[src/rtl/pcpi_div_radix_pkg.sv]
// Shared constants and types for the PCPI divide/remainder coprocessor.
// Holds the M-extension decode fields, the operation encoding and the FSM states.
package pcpi_div_pkg;

    localparam logic [6:0] OPCODE_OP     = 7'b0110011;
    localparam logic [6:0] FUNCT7_MULDIV = 7'b0000001;
    localparam logic [2:0] FUNCT3_DIV    = 3'b100;
    localparam logic [2:0] FUNCT3_DIVU   = 3'b101;
    localparam logic [2:0] FUNCT3_REM    = 3'b110;
    localparam logic [2:0] FUNCT3_REMU   = 3'b111;

    typedef enum logic [1:0] {
        OP_DIV  = 2'b00,
        OP_DIVU = 2'b01,
        OP_REM  = 2'b10,
        OP_REMU = 2'b11
    } div_op_e;

    typedef enum logic [1:0] {
        ST_IDLE,
        ST_CALC,
        ST_DONE
    } state_e;

    function automatic logic is_div_insn(input logic [6:0] opcode,
                                         input logic [6:0] funct7,
                                         input logic [2:0] funct3);
        return (opcode == OPCODE_OP) && (funct7 == FUNCT7_MULDIV) &&
               (funct3 inside {FUNCT3_DIV, FUNCT3_DIVU, FUNCT3_REM, FUNCT3_REMU});
    endfunction

    function automatic div_op_e op_from_funct3(input logic [2:0] funct3);
        div_op_e op;
        case (funct3)
            FUNCT3_DIV:  op = OP_DIV;
            FUNCT3_DIVU: op = OP_DIVU;
            FUNCT3_REM:  op = OP_REM;
            default:     op = OP_REMU;
        endcase
        return op;
    endfunction

    function automatic logic op_is_signed(input div_op_e op);
        return (op == OP_DIV) || (op == OP_REM);
    endfunction

    function automatic logic op_is_rem(input div_op_e op);
        return (op == OP_REM) || (op == OP_REMU);
    endfunction

endpackage

[src/rtl/pcpi_div_radix_if.sv]
// PCPI coprocessor port bundle; the core is the master, the divider the slave.
interface pcpi_div_radix_if #(
    parameter int XLEN = 32
);
    logic            pcpi_valid;
    logic [31:0]     pcpi_insn;
    logic [XLEN-1:0] pcpi_rs1;
    logic [XLEN-1:0] pcpi_rs2;
    logic            pcpi_wr;
    logic [XLEN-1:0] pcpi_rd;
    logic            pcpi_wait;
    logic            pcpi_ready;

    modport master (
        output pcpi_valid, pcpi_insn, pcpi_rs1, pcpi_rs2,
        input  pcpi_wr, pcpi_rd, pcpi_wait, pcpi_ready
    );

    modport slave (
        input  pcpi_valid, pcpi_insn, pcpi_rs1, pcpi_rs2,
        output pcpi_wr, pcpi_rd, pcpi_wait, pcpi_ready
    );
endinterface

[src/rtl/pcpi_div_radix_step.sv]
// One restoring-division step: shift in a dividend bit, trial-subtract the divisor,
// keep the difference when it is non-negative and emit the quotient bit.
module pcpi_div_step #(
    parameter int XLEN = 32
) (
    input  logic [XLEN:0]   rem_in,
    input  logic [XLEN-1:0] divisor,
    input  logic            dividend_bit,
    output logic [XLEN:0]   rem_out,
    output logic            q_bit
);
    logic [XLEN:0] shifted;
    logic [XLEN:0] diff;

    // The incoming remainder is always below the divisor, so its top bit is zero.
    logic unused_rem_msb;
    assign unused_rem_msb = rem_in[XLEN];

    assign shifted = {rem_in[XLEN-1:0], dividend_bit};
    assign diff    = shifted - {1'b0, divisor};
    assign q_bit   = ~diff[XLEN];
    assign rem_out = q_bit ? diff : shifted;

endmodule

[src/rtl/pcpi_div_radix.sv]
// Iterative RISC-V DIV/DIVU/REM/REMU unit on the PCPI port, retiring
// BITS_PER_CYCLE quotient bits per cycle with a one-cycle path for x/0 and overflow.
module pcpi_div_radix
    import pcpi_div_pkg::*;
#(
    parameter int XLEN           = 32,
    parameter int BITS_PER_CYCLE = 1
) (
    input  logic             clk,
    input  logic             resetn,
    pcpi_div_radix_if.slave  pcpi
);
    localparam int N  = XLEN / BITS_PER_CYCLE;
    localparam int CW = $clog2(N + 1);
    localparam logic [XLEN-1:0] MIN_INT = {1'b1, {(XLEN-1){1'b0}}};

    state_e          state, state_n;
    div_op_e         op_q;
    logic            neg_q;
    logic [XLEN-1:0] divisor_q, dividend_q, quo_q;
    logic [XLEN:0]   rem_q;
    logic [CW-1:0]   cnt_q;

    logic            wait_q, ready_q, wr_q;
    logic [XLEN-1:0] rd_q;
    logic            wait_n, ready_n;
    logic [XLEN-1:0] rd_n;

    // Decode and operand conditioning, all evaluated on the accept cycle.
    logic [2:0]      funct3;
    logic            match, accept;
    div_op_e         new_op;
    logic            new_signed, new_rem, new_neg;
    logic [XLEN-1:0] rs1, rs2, rs1_mag, rs2_mag, special_rd;
    logic            rs1_neg, rs2_neg, div_zero, overflow, special;

    logic unused_insn;
    assign unused_insn = ^{pcpi.pcpi_insn[24:15], pcpi.pcpi_insn[11:7]};

    assign funct3     = pcpi.pcpi_insn[14:12];
    assign match      = pcpi.pcpi_valid &&
                        is_div_insn(pcpi.pcpi_insn[6:0], pcpi.pcpi_insn[31:25], funct3);
    assign accept     = (state == ST_IDLE) && match && !ready_q;
    assign new_op     = op_from_funct3(funct3);
    assign new_signed = op_is_signed(new_op);
    assign new_rem    = op_is_rem(new_op);

    assign rs1        = pcpi.pcpi_rs1;
    assign rs2        = pcpi.pcpi_rs2;
    assign rs1_neg    = new_signed & rs1[XLEN-1];
    assign rs2_neg    = new_signed & rs2[XLEN-1];
    assign rs1_mag    = rs1_neg ? -rs1 : rs1;
    assign rs2_mag    = rs2_neg ? -rs2 : rs2;
    assign new_neg    = new_rem ? rs1_neg : (rs1_neg ^ rs2_neg);

    assign div_zero   = (rs2 == '0);
    assign overflow   = new_signed && (rs1 == MIN_INT) && (rs2 == '1);
    assign special    = div_zero || overflow;
    // ISA-mandated results: x/0 -> all ones rem x; MIN/-1 -> MIN rem 0.
    assign special_rd = new_rem ? (div_zero ? rs1 : '0) : (div_zero ? '1 : rs1);

    // Chain of restoring steps evaluated within one CALC cycle, MSB first.
    logic [XLEN:0]           rem_chain [BITS_PER_CYCLE+1];
    logic [BITS_PER_CYCLE-1:0] q_bits;

    assign rem_chain[0] = rem_q;

    for (genvar i = 0; i < BITS_PER_CYCLE; i++) begin : g_step
        pcpi_div_step #(.XLEN(XLEN)) u_step (
            .rem_in       (rem_chain[i]),
            .divisor      (divisor_q),
            .dividend_bit (dividend_q[XLEN-1-i]),
            .rem_out      (rem_chain[i+1]),
            .q_bit        (q_bits[BITS_PER_CYCLE-1-i])
        );
    end

    logic [XLEN:0]   rem_next;
    logic [XLEN-1:0] quo_next, dividend_next, calc_base, calc_rd;
    logic            last_step;

    assign rem_next      = rem_chain[BITS_PER_CYCLE];
    assign quo_next      = {quo_q[XLEN-BITS_PER_CYCLE-1:0], q_bits};
    assign dividend_next = dividend_q << BITS_PER_CYCLE;
    assign last_step     = (cnt_q == CW'(N - 1));
    assign calc_base     = op_is_rem(op_q) ? rem_next[XLEN-1:0] : quo_next;
    assign calc_rd       = neg_q ? -calc_base : calc_base;

    // NOTE: every always_comb output gets a default before the case so no path
    // leaves a variable unassigned, which would otherwise infer a latch.
    always_comb begin
        state_n = state;
        wait_n  = 1'b0;
        ready_n = 1'b0;
        rd_n    = '0;
        unique case (state)
            ST_IDLE: begin
                if (accept) begin
                    if (special) begin
                        state_n = ST_DONE;
                        ready_n = 1'b1;
                        rd_n    = special_rd;
                    end else begin
                        state_n = ST_CALC;
                        wait_n  = 1'b1;
                    end
                end
            end
            ST_CALC: begin
                if (last_step) begin
                    state_n = ST_DONE;
                    ready_n = 1'b1;
                    rd_n    = calc_rd;
                end else begin
                    wait_n  = 1'b1;
                end
            end
            ST_DONE: state_n = ST_IDLE;
            default: state_n = ST_IDLE;
        endcase
    end

    // NOTE: sequential state uses non-blocking assignments so every register
    // samples the pre-edge values regardless of process evaluation order.
    always_ff @(posedge clk) begin
        if (!resetn) begin
            state   <= ST_IDLE;
            wait_q  <= 1'b0;
            ready_q <= 1'b0;
            wr_q    <= 1'b0;
            rd_q    <= '0;
        end else begin
            state   <= state_n;
            wait_q  <= wait_n;
            ready_q <= ready_n;
            wr_q    <= ready_n;
            rd_q    <= rd_n;
        end
    end

    // NOTE: the datapath is deliberately not reset; it is fully loaded on accept
    // and never observed before then, so reset would only add fan-out.
    always_ff @(posedge clk) begin
        if (accept) begin
            op_q       <= new_op;
            neg_q      <= new_neg;
            divisor_q  <= rs2_mag;
            dividend_q <= rs1_mag;
            quo_q      <= '0;
            rem_q      <= '0;
            cnt_q      <= '0;
        end else if (state == ST_CALC) begin
            quo_q      <= quo_next;
            rem_q      <= rem_next;
            dividend_q <= dividend_next;
            cnt_q      <= cnt_q + CW'(1);
        end
    end

    assign pcpi.pcpi_wait  = wait_q;
    assign pcpi.pcpi_ready = ready_q;
    assign pcpi.pcpi_wr    = wr_q;
    assign pcpi.pcpi_rd    = rd_q;

endmodule

[src/flat_wrapper.sv]
// flat-port wrapper written by rule: the top's interface ports become plain ports
module pcpi_div_radix_flat import pcpi_div_pkg::*;
#(
    parameter int XLEN           = 32,
    parameter int BITS_PER_CYCLE = 1
)
  (clk, resetn, pcpi_pcpi_valid, pcpi_pcpi_insn, pcpi_pcpi_rs1, pcpi_pcpi_rs2, pcpi_pcpi_wr, pcpi_pcpi_rd, pcpi_pcpi_wait, pcpi_pcpi_ready);
  pcpi_div_radix_if #(.XLEN(XLEN)) pcpi_i ();
  input  logic clk;
  input  logic resetn;
  input wire logic [$bits(pcpi_i.pcpi_valid)-1:0] pcpi_pcpi_valid;
  input wire logic [$bits(pcpi_i.pcpi_insn)-1:0] pcpi_pcpi_insn;
  input wire logic [$bits(pcpi_i.pcpi_rs1)-1:0] pcpi_pcpi_rs1;
  input wire logic [$bits(pcpi_i.pcpi_rs2)-1:0] pcpi_pcpi_rs2;
  output wire logic [$bits(pcpi_i.pcpi_wr)-1:0] pcpi_pcpi_wr;
  output wire logic [$bits(pcpi_i.pcpi_rd)-1:0] pcpi_pcpi_rd;
  output wire logic [$bits(pcpi_i.pcpi_wait)-1:0] pcpi_pcpi_wait;
  output wire logic [$bits(pcpi_i.pcpi_ready)-1:0] pcpi_pcpi_ready;
  assign pcpi_i.pcpi_valid = pcpi_pcpi_valid;
  assign pcpi_i.pcpi_insn = pcpi_pcpi_insn;
  assign pcpi_i.pcpi_rs1 = pcpi_pcpi_rs1;
  assign pcpi_i.pcpi_rs2 = pcpi_pcpi_rs2;
  assign pcpi_pcpi_wr = pcpi_i.pcpi_wr;
  assign pcpi_pcpi_rd = pcpi_i.pcpi_rd;
  assign pcpi_pcpi_wait = pcpi_i.pcpi_wait;
  assign pcpi_pcpi_ready = pcpi_i.pcpi_ready;
  pcpi_div_radix #(.XLEN(XLEN), .BITS_PER_CYCLE(BITS_PER_CYCLE)) u_core (.clk(clk), .resetn(resetn), .pcpi(pcpi_i));
endmodule
[config.mk]
export PLATFORM = sky130hd
export DESIGN_NAME = pcpi_div_radix_flat
export DESIGN_NICKNAME = d
export VERILOG_FILES = /design/src/rtl/pcpi_div_radix_pkg.sv /design/src/rtl/pcpi_div_radix_if.sv /design/src/rtl/pcpi_div_radix_step.sv /design/src/rtl/pcpi_div_radix.sv /design/src/flat_wrapper.sv
export SDC_FILE = /design/constraint.sdc
export NUM_CORES = 1
export LEC_CHECK = 0
export ABC_AREA = 0
export BUFFER_PORTS_ARGS = -buffer_cell sky130_fd_sc_hd__buf_2
export CAP_MARGIN = 20
export CORE_MARGIN = 4
export CORE_UTILIZATION = 61
export CTS_BUF_LIST = sky130_fd_sc_hd__clkbuf_8
export CTS_CLUSTER_SIZE = 40
export DETAILED_ROUTE_END_ITERATION = 16
export MAX_ROUTING_LAYER = met4
export PLACE_DENSITY = 0.8
export SLEW_MARGIN = 15
export SYNTH_ARGS = -nofsm -noshare
export SYNTH_HDL_FRONTEND = slang
export SYNTH_HIERARCHICAL = 1
export SYNTH_SLANG_ARGS = --single-unit
[constraint.sdc]
create_clock -name clk -period 7.85 [get_ports clk]
set_clock_uncertainty 0.15 [all_clocks]
set_input_delay 0.3925 -clock clk [delete_from_list [all_inputs] [get_ports clk]]
set_output_delay 0.3925 -clock clk [all_outputs]
set_load 0.02 [all_outputs]
Yosys cells after proc, flatten, opt, wreduce, memory -nomap -nowiden
Cells that the tools add are included.
{ "totals": {"register_bits": 172, "in_bits": 99, "output_inout_bits": 35, "word_cells": 82} }
{ "classes": {"n_addsub": 5, "n_eq_ne": 16, "mux": 28, "n_bitwise": 4, "n_reduce_logical": 18} }
{ "ops": {"columns": ["cell", "count"], "rows": [
  ["$mux W32", 13],
  ["$neg A32 Y32", 3],
  ["$eq A32 B32 Y1 const B", 2],
  ["$pmux W32 S2", 1],
  ["$sub A33 B32 Y33", 1],
  ["$logic_not A32 Y1", 1],
  ["$eq A3 B3 Y1 const B", 4],
  ["$eq A2 B2 Y1 const B", 4],
  ["$eq A7 B1 Y1 const B", 1],
  ["$eq A7 B6 Y1 const B", 1],
  ["$logic_and A1 B1 Y1", 7],
  ["$mux W1", 7],
  ["$add A6 B1 Y6 const B", 1],
  ["$eq A6 B5 Y1 const B", 1],
  ["$mux W2", 3],
  ["$pmux W2 S3", 1],
  ["$logic_not A2 Y1", 2],
  ["$logic_or A1 B1 Y1", 4],
  ["$ne A2 B1 Y1 const B", 2],
  ["$pmux W1 S2", 2],
  ["$pmux W2 S2", 1],
  ["$reduce_bool A4 Y1", 1],
  ["$and A1 B1 Y1", 2],
  ["$eq A2 B1 Y1 const B", 1],
  ["other kinds (5)", 5]
]} }

Logic depth before layout (Yosys ltp)
Gate-level depths: netlist of run 1.
{ "depth": {"ltp_word": 10, "mapped_depth": 23, "mapped_depth_nobuf": 21} }

Cells and area by module
Netlist of run 1, hierarchy kept.
{ "modules_own_cells": {"columns": ["module", "instances", "cells_per_inst", "area_per_inst_um2", "seq_area_each_um2"], "rows": [
  ["pcpi_div_radix", 1, 1045, 9064.9, 4103.9],
  ["pcpi_div_step", 1, 344, 2323.5, 0.0]
]} }

Least setup slack after synthesis of run 1
OpenSTA, ideal clock, no wires.
{ "synth_timing": {"kind": "reg-to-reg", "start": "register u_core.divisor_q[0]", "end": "register u_core.rd_q[27], in the netlist u_core/pcpi.pcpi_rd[27]", "setup_time_ns": 0.133, "arrival_time_ns": 5.277, "t_required_ns": 7.567, "path_slack_ns": 2.290, "path_stages_with_launch": 20, "n_path_buf": 2, "synth_period_minus_slack_ns": 5.560, "path_cell_list": "edfxtp_1 > ha_1 > fa_1 > nor2b_1 > o2111ai_1 > a31oi_1 > o21ba_1 > a21oi_1 > or2_2 > o21ai_0 > ha_1 > clkbuf_1 > clkbuf_1 > mux2_2 > or3b_1 > a222oi_1 > nand4_1 > o31ai_2 > xnor2_1 > o22ai_2"} }
{ "synth_via": {"elab_chain_cells": 7, "elab_cells_between_ends": 8, "classes_between": "add/sub: 2; mux: 5; bitwise: 1"} }
{ "synth_rtl": {"columns": ["item", "line_no", "text"], "rows": [
  ["start: declaration", "pcpi_div_radix.sv:20", "logic [XLEN-1:0] divisor_q, dividend_q, quo_q;"],
  ["start signal: assignment", "pcpi_div_radix.sv:147", "divisor_q <= rs2_mag;"],
  ["$sub A33 B32 Y33", "pcpi_div_radix_step.sv:20", "assign diff = shifted - {1'b0, divisor};"],
  ["$not A1 Y1", "pcpi_div_radix_step.sv:21", "assign q_bit = ~diff[XLEN];"],
  ["net u_core.q_bits", "pcpi_div_radix.sv:64", "logic [BITS_PER_CYCLE-1:0] q_bits;"],
  ["$mux W32", "pcpi_div_radix.sv:86", "assign calc_base = op_is_rem(op_q) ? rem_next[XLEN-1:0] : quo_next;"],
  ["$neg A32 Y32", "pcpi_div_radix.sv:87", "assign calc_rd = neg_q ? -calc_base : calc_base;"],
  ["$mux W32", "pcpi_div_radix.sv:87", null],
  ["$mux W32", "pcpi_div_radix.sv:110", "if (last_step) begin"],
  ["$pmux W32 S2", "pcpi_div_radix.sv:96", "unique case (state)"],
  ["end signal: assignment", "pcpi_div_radix.sv:137", "rd_q <= rd_n;"],
  ["end: declaration", "pcpi_div_radix.sv:25", "logic [XLEN-1:0] rd_q;"]
]} }
The timed path passes the listed nets, and every way through them passes these cells.
A chain may end at the register's enable or synchronous reset.

Worst setup path after layout of run 1
{ "layout_timing": {"start": "register u_core.dividend_q[31]", "end": "register u_core.rd_q[20], in the netlist u_core/pcpi.pcpi_rd[20]"} }
{ "layout_via": {"elab_chain_cells": 7, "elab_cells_between_ends": 8, "classes_between": "add/sub: 2; mux: 5; bitwise: 1"} }
{ "layout_rtl": {"columns": ["item", "line_no", "text"], "rows": [
  ["start: declaration", "pcpi_div_radix.sv:20", null],
  ["start signal: assignment", "pcpi_div_radix.sv:148", "dividend_q <= rs1_mag;"],
  ["start signal: assignment", "pcpi_div_radix.sv:155", "dividend_q <= dividend_next;"],
  ["$sub A33 B32 Y33", "pcpi_div_radix_step.sv:20", null],
  ["$not A1 Y1", "pcpi_div_radix_step.sv:21", null],
  ["net u_core.q_bits", "pcpi_div_radix.sv:64", null],
  ["$mux W32", "pcpi_div_radix.sv:86", null],
  ["$neg A32 Y32", "pcpi_div_radix.sv:87", null],
  ["$mux W32", "pcpi_div_radix.sv:87", null],
  ["$mux W32", "pcpi_div_radix.sv:110", null],
  ["$pmux W32 S2", "pcpi_div_radix.sv:96", null]
]} }
The timed path passes the listed nets, and every way through them passes these cells.

==> flow_metrics.tcl, run 1 <==
set metrics [dict create \
    outcome "finished, final reports clean" \
    via_count 10700 \
    routedWlPerCell_um 18.7 \
    critical_path_peak_fanout 21 \
    yosysWarnings 6 \
    hold_path_class "primary input to flop" \
    routed_via_density 6.30 \
    worst_path_most_repeated_cell "ha_1" \
    required_ns 8.07 \
    min_period_over_period 0.843 \
    route.met2.wl_mm 15.0 \
    num_antenna_cells 0 \
    synth_area_per_cell_um2 8.20 \
    syn-num-nets 1523 \
    detailroute.wirelength.met3_mm 2.27 \
    nFillCells 1475 \
    met1Wirelength_mm 13.7 \
    placed_cell_area_mm2 0.0121 \
    grt_start_max_net_pins 97 \
    timing.critical_path.from_type "flop" \
    netlist_instances 1385 \
    final_instance_area_mm2 0.0125 \
    drv_slew 0 \
    critPathSlowestCell "nor4_1" \
    unrepaired_setup_endpoints_after_global_routing "false" \
    final_wl_mm 31.9 \
    antenna_found_initial 0 \
    ant_nets 0 \
    hpwl_mm 23.4 \
    grt_util_all_layers 0.316 \
    clock_tree.htree_level_count 4 \
    clk-insertion-delay-late_ns 0.47 \
    type_of_destination_of_the_critical_path "flop" \
    fp.dieW_um 144 \
    synth_area_mm2 0.0114 \
    finish.net_count 1599 \
    cts_tree "done" \
    gp_routability_congestion 0.938 \
    clock_path_buffers 2 \
    critical_path.max_stage_delay_ns 0.72 \
    dp_worst_setup_slack_ns 1.45 \
    category_of_cells_accounting_for_the_largest_share_of_critical_path_delay "simple AND/OR/NAND/NOR gates" \
    post_route_cells_drive_above_1_share 0.145 \
    top_signal_layer_used "met4" \
    drv.max_cap_violation_count 0 \
    floorplan.initialDensity 0.626 \
    finalWorstPathRequiredPeriod_ns 6.62 \
    worst_slack_ns 1.23 \
    area_delta_synth_final_pct 10.0 \
    post-route-drc-count 0 \
    first_pass_iters 8 \
    die_y_um 144 \
    finalSetupViolations 0 \
    io-pin-count 134 \
    place.port_buffers 118 \
    final_hold_viol_count 0 \
    fmaxAchievable_mhz 151 \
    global_route.overflow_total 0 \
    drt_iter0_drc 1054 \
    worst_setup_hold_path_clk_slew_ns 0.09 \
    clock_sinks 171 \
    grt_pass1_wl_mm 51.1 \
    crit_path_cell_trace "inv_1, ha_1, fa_1, nor2b_1, o2111ai_1, a31oi_1, o21ba_1, a21oi_1, or2_2, o21ai_0, ha_1, inv_1, mux2i_1, mux2i_1, ha_1, nor4b_1, nor2_1, nor4_1, a31oi_1, xor2_1, o22ai_1" \
    cts-buffers-inserted 17 \
    cts-resized-gates 0 \
    floorplan.die_area_mm2 0.0209 \
    fin_setup_tns_ns 0 \
    clockRootBuffer "clkbuf_8" \
    criticalPathCategory "flop to flop" \
    ir_drop_uv 117 \
    num_rows 49 \
    slew-limit-headroom 0.307 \
    p_leak_nw 5.07 \
    first_global_vias 10100 \
    worst-path-buf-inv 2 \
    p_per_area_mw_per_mm2 186 \
    worstMarginPinSlew_ns 1.04 \
    critPathArrivalTime_ns 6.83 \
    core-area_mm2 0.0181 \
]
worst reg2reg max path, stage by stage (launching register included):
cell and delay (ns):
edfxtp_1 0.39, inv_1 0.05, ha_1 0.21, fa_1 0.42, nor2b_1 0.20, o2111ai_1 0.16, a31oi_1 0.38, o21ba_1 0.35
a21oi_1 0.15, or2_2 0.31, o21ai_0 0.19, ha_1 0.27, inv_1 0.54, mux2i_1 0.29, mux2i_1 0.26, ha_1 0.21
nor4b_1 0.46, nor2_1 0.24, nor4_1 0.72, a31oi_1 0.21, xor2_1 0.19, o22ai_1 0.16
what timing repair did:
action,CTS,global route
hold buffers,1,0
buffers inserted,0,0
hold endpoints to repair,2,0
per-layer routing:
metal,global-route usage,up-vias
li1,-,5135
met2,0.493,507
met3,0.0473,76
met4,0.116,0
met1,0.418,5018
met5,-,-
stage by stage:
stage	total power [W]	std cells	util	hold WS, ns
floorplan	0.00146	1385	-	0.286
global placement	0.00163	1670	0.664	0.294
finish	0.00232	1703	0.688	0.0568
global route	0.00243	1703	0.688	0.0478
CTS	0.00232	1703	0.688	0.0159
detailed placement	0.00165	1670	0.664	0.300
power by group:
part | total [W] | switching, W | internal (W)
Clock | 0.000673 | 0.000353 | 0.000320
Sequential | 0.00101 | 0.0000463 | 0.000966
Combinational | 0.000635 | 0.000380 | 0.000255
layout make-up:
cell class | instances | area, um^2 | area share
sequential | 171 | 4080 | 0.327
inverter | 68 | 255 | 0.0204
timing repair buffer | 131 | 691 | 0.0553
multi-input combinational | 1072 | 6760 | 0.541
clock buffer | 17 | 234 | 0.0187
tap | 229 | 287 | 0.0229
clock inverter | 15 | 185 | 0.0148
cell usage in the layout (no fill, tap or decap), types with 7 or more instances in the layout:
master,instances
a21o_1,20
a21oi_1,165
a31oi_1,18
and2_1,8
buf_2,118
buf_4,12
clkbuf_8,17
dfxtp_1,105
edfxtp_1,66
ha_1,38
inv_1,69
mux2_2,27
mux2i_1,27
nand2_1,197
nand2b_1,8
nand3_1,31
nand4_1,23
nor2_1,109
nor2b_1,8
nor3_1,29
nor4_1,15
o211ai_1,8
o21a_1,8
o21ai_0,51
o22ai_1,12
o31ai_1,14
o41ai_1,7
or3_1,14
xnor2_1,70
xor2_1,38
flip-flops by register name, summed over array words and instances, names as in the netlist:
signal	cells
u_core/dividend_q	32
u_core/divisor_q	32
u_core/pcpi.pcpi_rd	32
u_core/rem_q	32
u_core/quo_q	31
u_core/cnt_q	6
u_core/state	2
u_core/neg_q	1
u_core/op_q	1
u_core/pcpi.pcpi_wait	1
u_core/pcpi.pcpi_wr	1
worst paths after layout:
kind,cells past startpoint,to,startpoint,slack (ns)
setup / recovery,21,u_core/pcpi.pcpi_rd[20],u_core/dividend_q[31],1.23
hold / removal,1,u_core/divisor_q[0],pcpi_pcpi_rs2[0],0.06
setup reg to reg,21,u_core/pcpi.pcpi_rd[20],u_core/dividend_q[31],1.23
hold reg to reg,2,u_core/quo_q[30],u_core/quo_q[30],0.32
Note: power is estimated with default switching activity, not from simulation.
==> run 2: changes to the inputs <==
Settings changed: CORE_UTILIZATION 61 to 55, PLACE_DENSITY 0.8 to 0.76.
Clock period 7.85 ns to 5.6 ns, I/O delays scaled along.
==> flow_metrics.tcl, run 2 (synthesized netlist as in run 1, its figures left out) <==
set metrics [dict create \
    critical_path.max_stage_delay_ns 0.40 \
    ant_nets 0 \
    die_y_um 152 \
    critPathSlowestCell "or3b_1" \
    most_frequent_cells_in_the_layout "nand2_1 (197), a21oi_1 (164), buf_2 (118)" \
    finish.net_count 1642 \
    worst_setup_hold_path_clk_slew_ns 0.10 \
    worst_r2r_path_depth 24 \
    num_antenna_cells 0 \
    cts_tree "done" \
    outcome "finished, final reports clean" \
    category_of_cells_accounting_for_the_largest_share_of_critical_path_delay "compound AO/OA/AOI/OAI gates" \
    first_global_vias 10100 \
    worstReg2RegStart "u_core/dividend_q[31]" \
    finalSetupViolations 0 \
    crit_path_cell_trace "inv_1, ha_1, fa_2, nor2b_2, o2111ai_2, a31oi_4, o21ba_4, a21oi_2, or2_2, o21ai_2, ha_2, clkinvlp_4, buf_12, buf_4, nor3_1, a21o_1, or3b_1, a222oi_1, buf_4, nand4_1, buf_4, o21ai_1, xnor2_1, o22ai_1" \
    min_period_over_period 0.949 \
    p_total_w 0.00341 \
    clock_tree.htree_level_count 4 \
    clock_path_buffers 2 \
    drv.max_cap_violation_count 0 \
    cts-buffers-inserted 17 \
    floorplan.initialDensity 0.559 \
    drt_iter0_drc 1013 \
    nFillCells 1755 \
    post_route_cells_drive_above_1_share 0.166 \
    finalWorstPathRequiredPeriod_ns 5.32 \
    required_ns 5.78 \
    grt_util_all_layers 0.291 \
    worstMarginPinSlew_ns 0.969 \
    p_leak_nw 5.31 \
    ir_drop_uv 173 \
    grt_pass1_wl_mm 51.8 \
    floorplan.die_area_mm2 0.0230 \
    timing.critical_path.from_type "flop" \
    area_delta_synth_final_pct 14.8 \
    critical_path_peak_fanout 10 \
    clockRootBuffer "clkbuf_8" \
    core-area_mm2 0.0203 \
    type_of_destination_of_the_critical_path "flop" \
    grt_start_max_net_pins 68 \
    via_count 10800 \
    clock_sinks 171 \
    final_wl_mm 32.8 \
    worst_path_most_repeated_cell "buf_4" \
    p_per_area_mw_per_mm2 261 \
    worst-r2r-setup-slack_ns 0.28 \
    fmaxAchievable_mhz 188 \
    first_pass_iters 7 \
    critPathArrivalTime_ns 5.50 \
    clk-insertion-delay-late_ns 0.46 \
    drv_slew 0 \
    hold_path_class "primary input to flop" \
    final.hold.worst_slack_ns 0.0311 \
    post-route-drc-count 0 \
    gp_routability_congestion 0.938 \
    fp.dieW_um 152 \
    worstHoldPathCells 3 \
    hold_end "u_core/pcpi.pcpi_rd[3]" \
    routedWlPerCell_um 18.4 \
    hpwl_mm 24.2 \
    routed_via_density 6.05 \
    antenna_found_initial 0 \
    worst_r2r_endpoint "u_core/pcpi.pcpi_rd[25]" \
    num_rows 52 \
    io-pin-count 134 \
    holdCritStartpoint "pcpi_pcpi_rs1[3]" \
    worst-path-buf-inv 6 \
    criticalPathCategory "flop to flop" \
    slew-limit-headroom 0.354 \
    layout_commonest_cell "nand2_1" \
    final_hold_viol_count 0 \
    place.port_buffers 118 \
    global_route.overflow_total 0 \
]
## run 2: where the power goes
group / internal, W / switching, W
sequential: 0.00135 / 0.0000697
combinational: 0.000423 / 0.000550
clock: 0.000506 / 0.000507
total: 0.00228 / 0.00113
## run 2: worst max path at each step
stage,startpoint,end,depth (start not counted)
final,u_core/dividend_q[31],u_core/pcpi.pcpi_rd[25],24
after global routing,u_core/dividend_q[31],u_core/pcpi.pcpi_rd[27],23
after CTS,u_core/dividend_q[31],u_core/pcpi.pcpi_rd[27],20
after detailed placement,u_core/divisor_q[0],u_core/pcpi.pcpi_rd[27],21
after global placement,u_core/divisor_q[0],u_core/pcpi.pcpi_rd[27],21
after floorplan,u_core/divisor_q[0],u_core/pcpi.pcpi_rd[27],19
## run 2: routing by layer
| layer | up-vias | global-route usage | share of wire |
|---|---|---|---|
| met2 | 473 | 0.461 | 0.47 |
| li1 | 5218 | - | - |
| met5 | - | - | 0 |
| met4 | 0 | 0.0903 | 0.025 |
| met1 | 5051 | 0.385 | 0.42 |
| met3 | 67 | 0.0476 | 0.076 |
## run 2: area by class of cell
type | instances | area (um^2) | share of cell area
clock inverter | 15 | 234 | 0.0179
clock buffer | 17 | 234 | 0.0179
tap | 270 | 338 | 0.0259
timing repair buffer | 174 | 1090 | 0.0839
inverter | 68 | 259 | 0.0199
sequential | 171 | 4080 | 0.313
multi-input combinational | 1072 | 6800 | 0.521
## run 2: per-stage QoR
stage	TNS (ns)	instances	setup slack [ns]	util	cell area [um^2]
2_1_floorplan	0	1385	0.0395	-	11400
3_3_place_gp	0	1735	0.0835	0.606	12300
3_5_place_dp	-0.0171	1735	-0.0171	0.606	12300
4_1_cts	0	1784	0.0773	0.638	13000
5_1_grt	-0.0264	1787	-0.0169	0.642	13000
6_report	0	1787	0.285	0.642	13000
## run 2: repair_timing
action | 4_1_cts | 5_1_grt
gates resized for setup | 1 | 12
pin swaps | 0 | 5
buffers inserted | 1 | 2
hold endpoints to repair | 17 | 0
hold buffers | 16 | 0
cloned | 0 | 1
setup endpoints to repair | 7 | 26
## run 2: tightest hold or removal path: stages
cell	delay, ns
buf_2	0.15
a21oi_1	0.08
o21ai_1	0.10
==> run 3: changes to the inputs <==
Settings changed: SYNTH_HIERARCHICAL 1 to unset.
==> flow_metrics.tcl, run 3 <==
set metrics [dict create \
    critPathArrivalTime_ns 5.36 \
    final_instance_area_mm2 0.0127 \
    slew-limit-headroom 0.414 \
    nFillCells 1727 \
    unrepaired_setup_endpoints_after_global_routing "false" \
    timing.critical_path.from_type "flop" \
    yosysWarnings 0 \
    layout_commonest_cell "o21ai_0" \
    hpwl_mm 23.4 \
    synth_largest_type_area_fraction 0.187 \
    place.port_buffers 118 \
    place.detailed.instances 1691 \
    required_ns 5.78 \
    min_period_over_period 0.925 \
    most_frequent_cells_in_the_layout "o21ai_0 (180), nand2_1 (170), buf_2 (118)" \
    clock_sinks 171 \
    synth_area_mm2 0.0112 \
    grt_util_all_layers 0.283 \
    clock_tree.htree_level_count 4 \
    routedWlPerCell_um 17.7 \
    finalSetupViolations 0 \
    ant_nets 0 \
    drt_iter0_drc 834 \
    synth_register_bits 171 \
    clock_path_buffers 2 \
    drv_slew 0 \
    cts.repair_timing.setup_buffer_count 0 \
    antenna_found_initial 0 \
    finalWorstPathRequiredPeriod_ns 5.18 \
    cts_tree "done" \
    number_of_flops_mapped_to_enable_cells_by_yosys 66 \
    async_flop_share 0 \
    post-synth-top-count-cell "o21ai_0" \
    fp.dieW_um 151 \
    finish.net_count 1621 \
    io-pin-count 134 \
    first_global_vias 9846 \
    grt_start_max_net_pins 78 \
    floorplan.die_area_mm2 0.0227 \
    clockRootBuffer "clkbuf_8" \
    first_pass_iters 7 \
    worstMarginPinSlew_ns 0.878 \
    p_leak_nw 5.21 \
    final_wl_mm 31.2 \
    critical_path_peak_fanout 14 \
    area_delta_synth_final_pct 13.7 \
    die_y_um 151 \
    synth.distinct_cells 82 \
    synth-seq-area-share 0.364 \
    clk-insertion-delay-late_ns 0.48 \
    yosys.area.top_type "dfxtp_1" \
    netlist_instances 1359 \
    fin_setup_tns_ns 0 \
    placed_cell_area_mm2 0.0120 \
    num_antenna_cells 0 \
    num_rows 51 \
    cts-buffers-inserted 17 \
    core-area_mm2 0.0198 \
    fmaxAchievable_mhz 193 \
    synthFlopType "dfxtp_1" \
    post_route_cells_drive_above_1_share 0.135 \
    syn-num-nets 1496 \
    criticalPathCategory "flop to flop" \
    finish.utilization 0.644 \
    global_route.overflow_total 0 \
    grt_pass1_wl_mm 49.7 \
    synth_area_per_cell_um2 8.25 \
    final-instance-count-excl-fill 1762 \
    hold_path_class "primary input to flop" \
    floorplan.initialDensity 0.567 \
    synth_common_cells "o21ai_0 (180), nand2_1 (170), dfxtp_1 (105), a21oi_1 (85), nor2_1 (83)" \
    gp_routability_congestion 0.919 \
    drv.max_cap_violation_count 0 \
    worst_setup_hold_path_clk_slew_ns 0.10 \
    p_per_area_mw_per_mm2 262 \
    synth.area.top_cells "dfxtp_1 (19%), edfxtp_1 (18%), o21ai_0 (8.0%)" \
    outcome "finished, final reports clean" \
    final_hold_viol_count 0 \
    post-route-drc-count 0 \
    type_of_destination_of_the_critical_path "flop" \
    ir_drop_uv 193 \
    routed_via_density 6.07 \
    via_count 10700 \
]
-- run 3: final timing paths --
check / startpoint / endpoint / slack, ns / cells past startpoint
worst max-delay path: u_core.dividend_q[31] / u_core.pcpi.pcpi_rd[30] / 0.42 / 15
worst min-delay path: pcpi_pcpi_rs1[8] / u_core.pcpi.pcpi_rd[8] / 0.01 / 3
worst max register to register: u_core.dividend_q[31] / u_core.pcpi.pcpi_rd[30] / 0.42 / 15
worst min register to register: u_core.quo_q[17] / u_core.quo_q[18] / 0.32 / 2
-- run 3: power breakdown --
part / switching (W) / internal (W) / total, W / leakage, nW
clock network: 0.000496 / 0.000360 / 0.000856 / 0.193
registers: 0.0000871 / 0.00137 / 0.00145 / 1.47
logic: 0.000603 / 0.000427 / 0.00103 / 3.55
-- run 3: what timing repair did --
| action | 4_1_cts | 5_1_grt |
|---|---|---|
| resized for setup | 0 | 1 |
| hold endpoints to repair | 39 | 0 |
| hold buffers | 39 | 0 |
| setup endpoints to repair | 0 | 1 |
-- run 3: kinds of logic after synthesis --
logic type	count (synthesis)	synth area share
simple gates	446	0.192
xor+xnor	109	0.0851
fa+ha+maj	38	0.0431
mux	22	0.0201
compound gates	440	0.247
buf+inv	133	0.0489
flops	171	0.364
-- run 3: cell type report --
class,instances,area (um^2),share of cell area
Timing Repair Buffer,178,1140,0.0893
Clock buffer,17,234,0.0184
Clock inverter,15,136,0.0107
Inverter,61,229,0.0180
Multi-Input combinational cell,1055,6590,0.517
Sequential cell,171,4080,0.320
Tap cell,265,332,0.0260
-- run 3: per-layer routing --
layer | routed length [um] | vias to the layer above | GRT usage
met5 | 0 | - | -
met4 | 869 | 0 | 0.0852
met3 | 1850 | 75 | 0.0422
met2 | 14900 | 404 | 0.458
met1 | 13600 | 5027 | 0.369
li1 | - | 5190 | -
-- run 3: critical path, stage by stage, from the launching register on --
cell       delay [ns]
edfxtp_1         0.41
inv_1            0.06
ha_1             0.22
fa_1             0.42
nor2b_1          0.17
o31a_1           0.22
o21a_1           0.22
a21oi_2          0.13
o21a_1           0.33
nor3_4           0.70
mux2_2           0.49
a2111oi_2        0.40
or4b_1           0.55
o31ai_1          0.30
xor2_1           0.18
o21ai_1          0.08
-- run 3: through the flow --
stage | worst slack, ns | total power (W) | hold WS, ns
6_report | 0.422 | 0.00334 | 0.0129
5_1_grt | 0.0844 | 0.00352 | 0.00819
2_1_floorplan | 0.424 | 0.00219 | 0.229
3_3_place_gp | 0.561 | 0.00245 | 0.306
3_5_place_dp | 0.404 | 0.00247 | 0.316
4_1_cts | 0.368 | 0.00333 | 0.00242
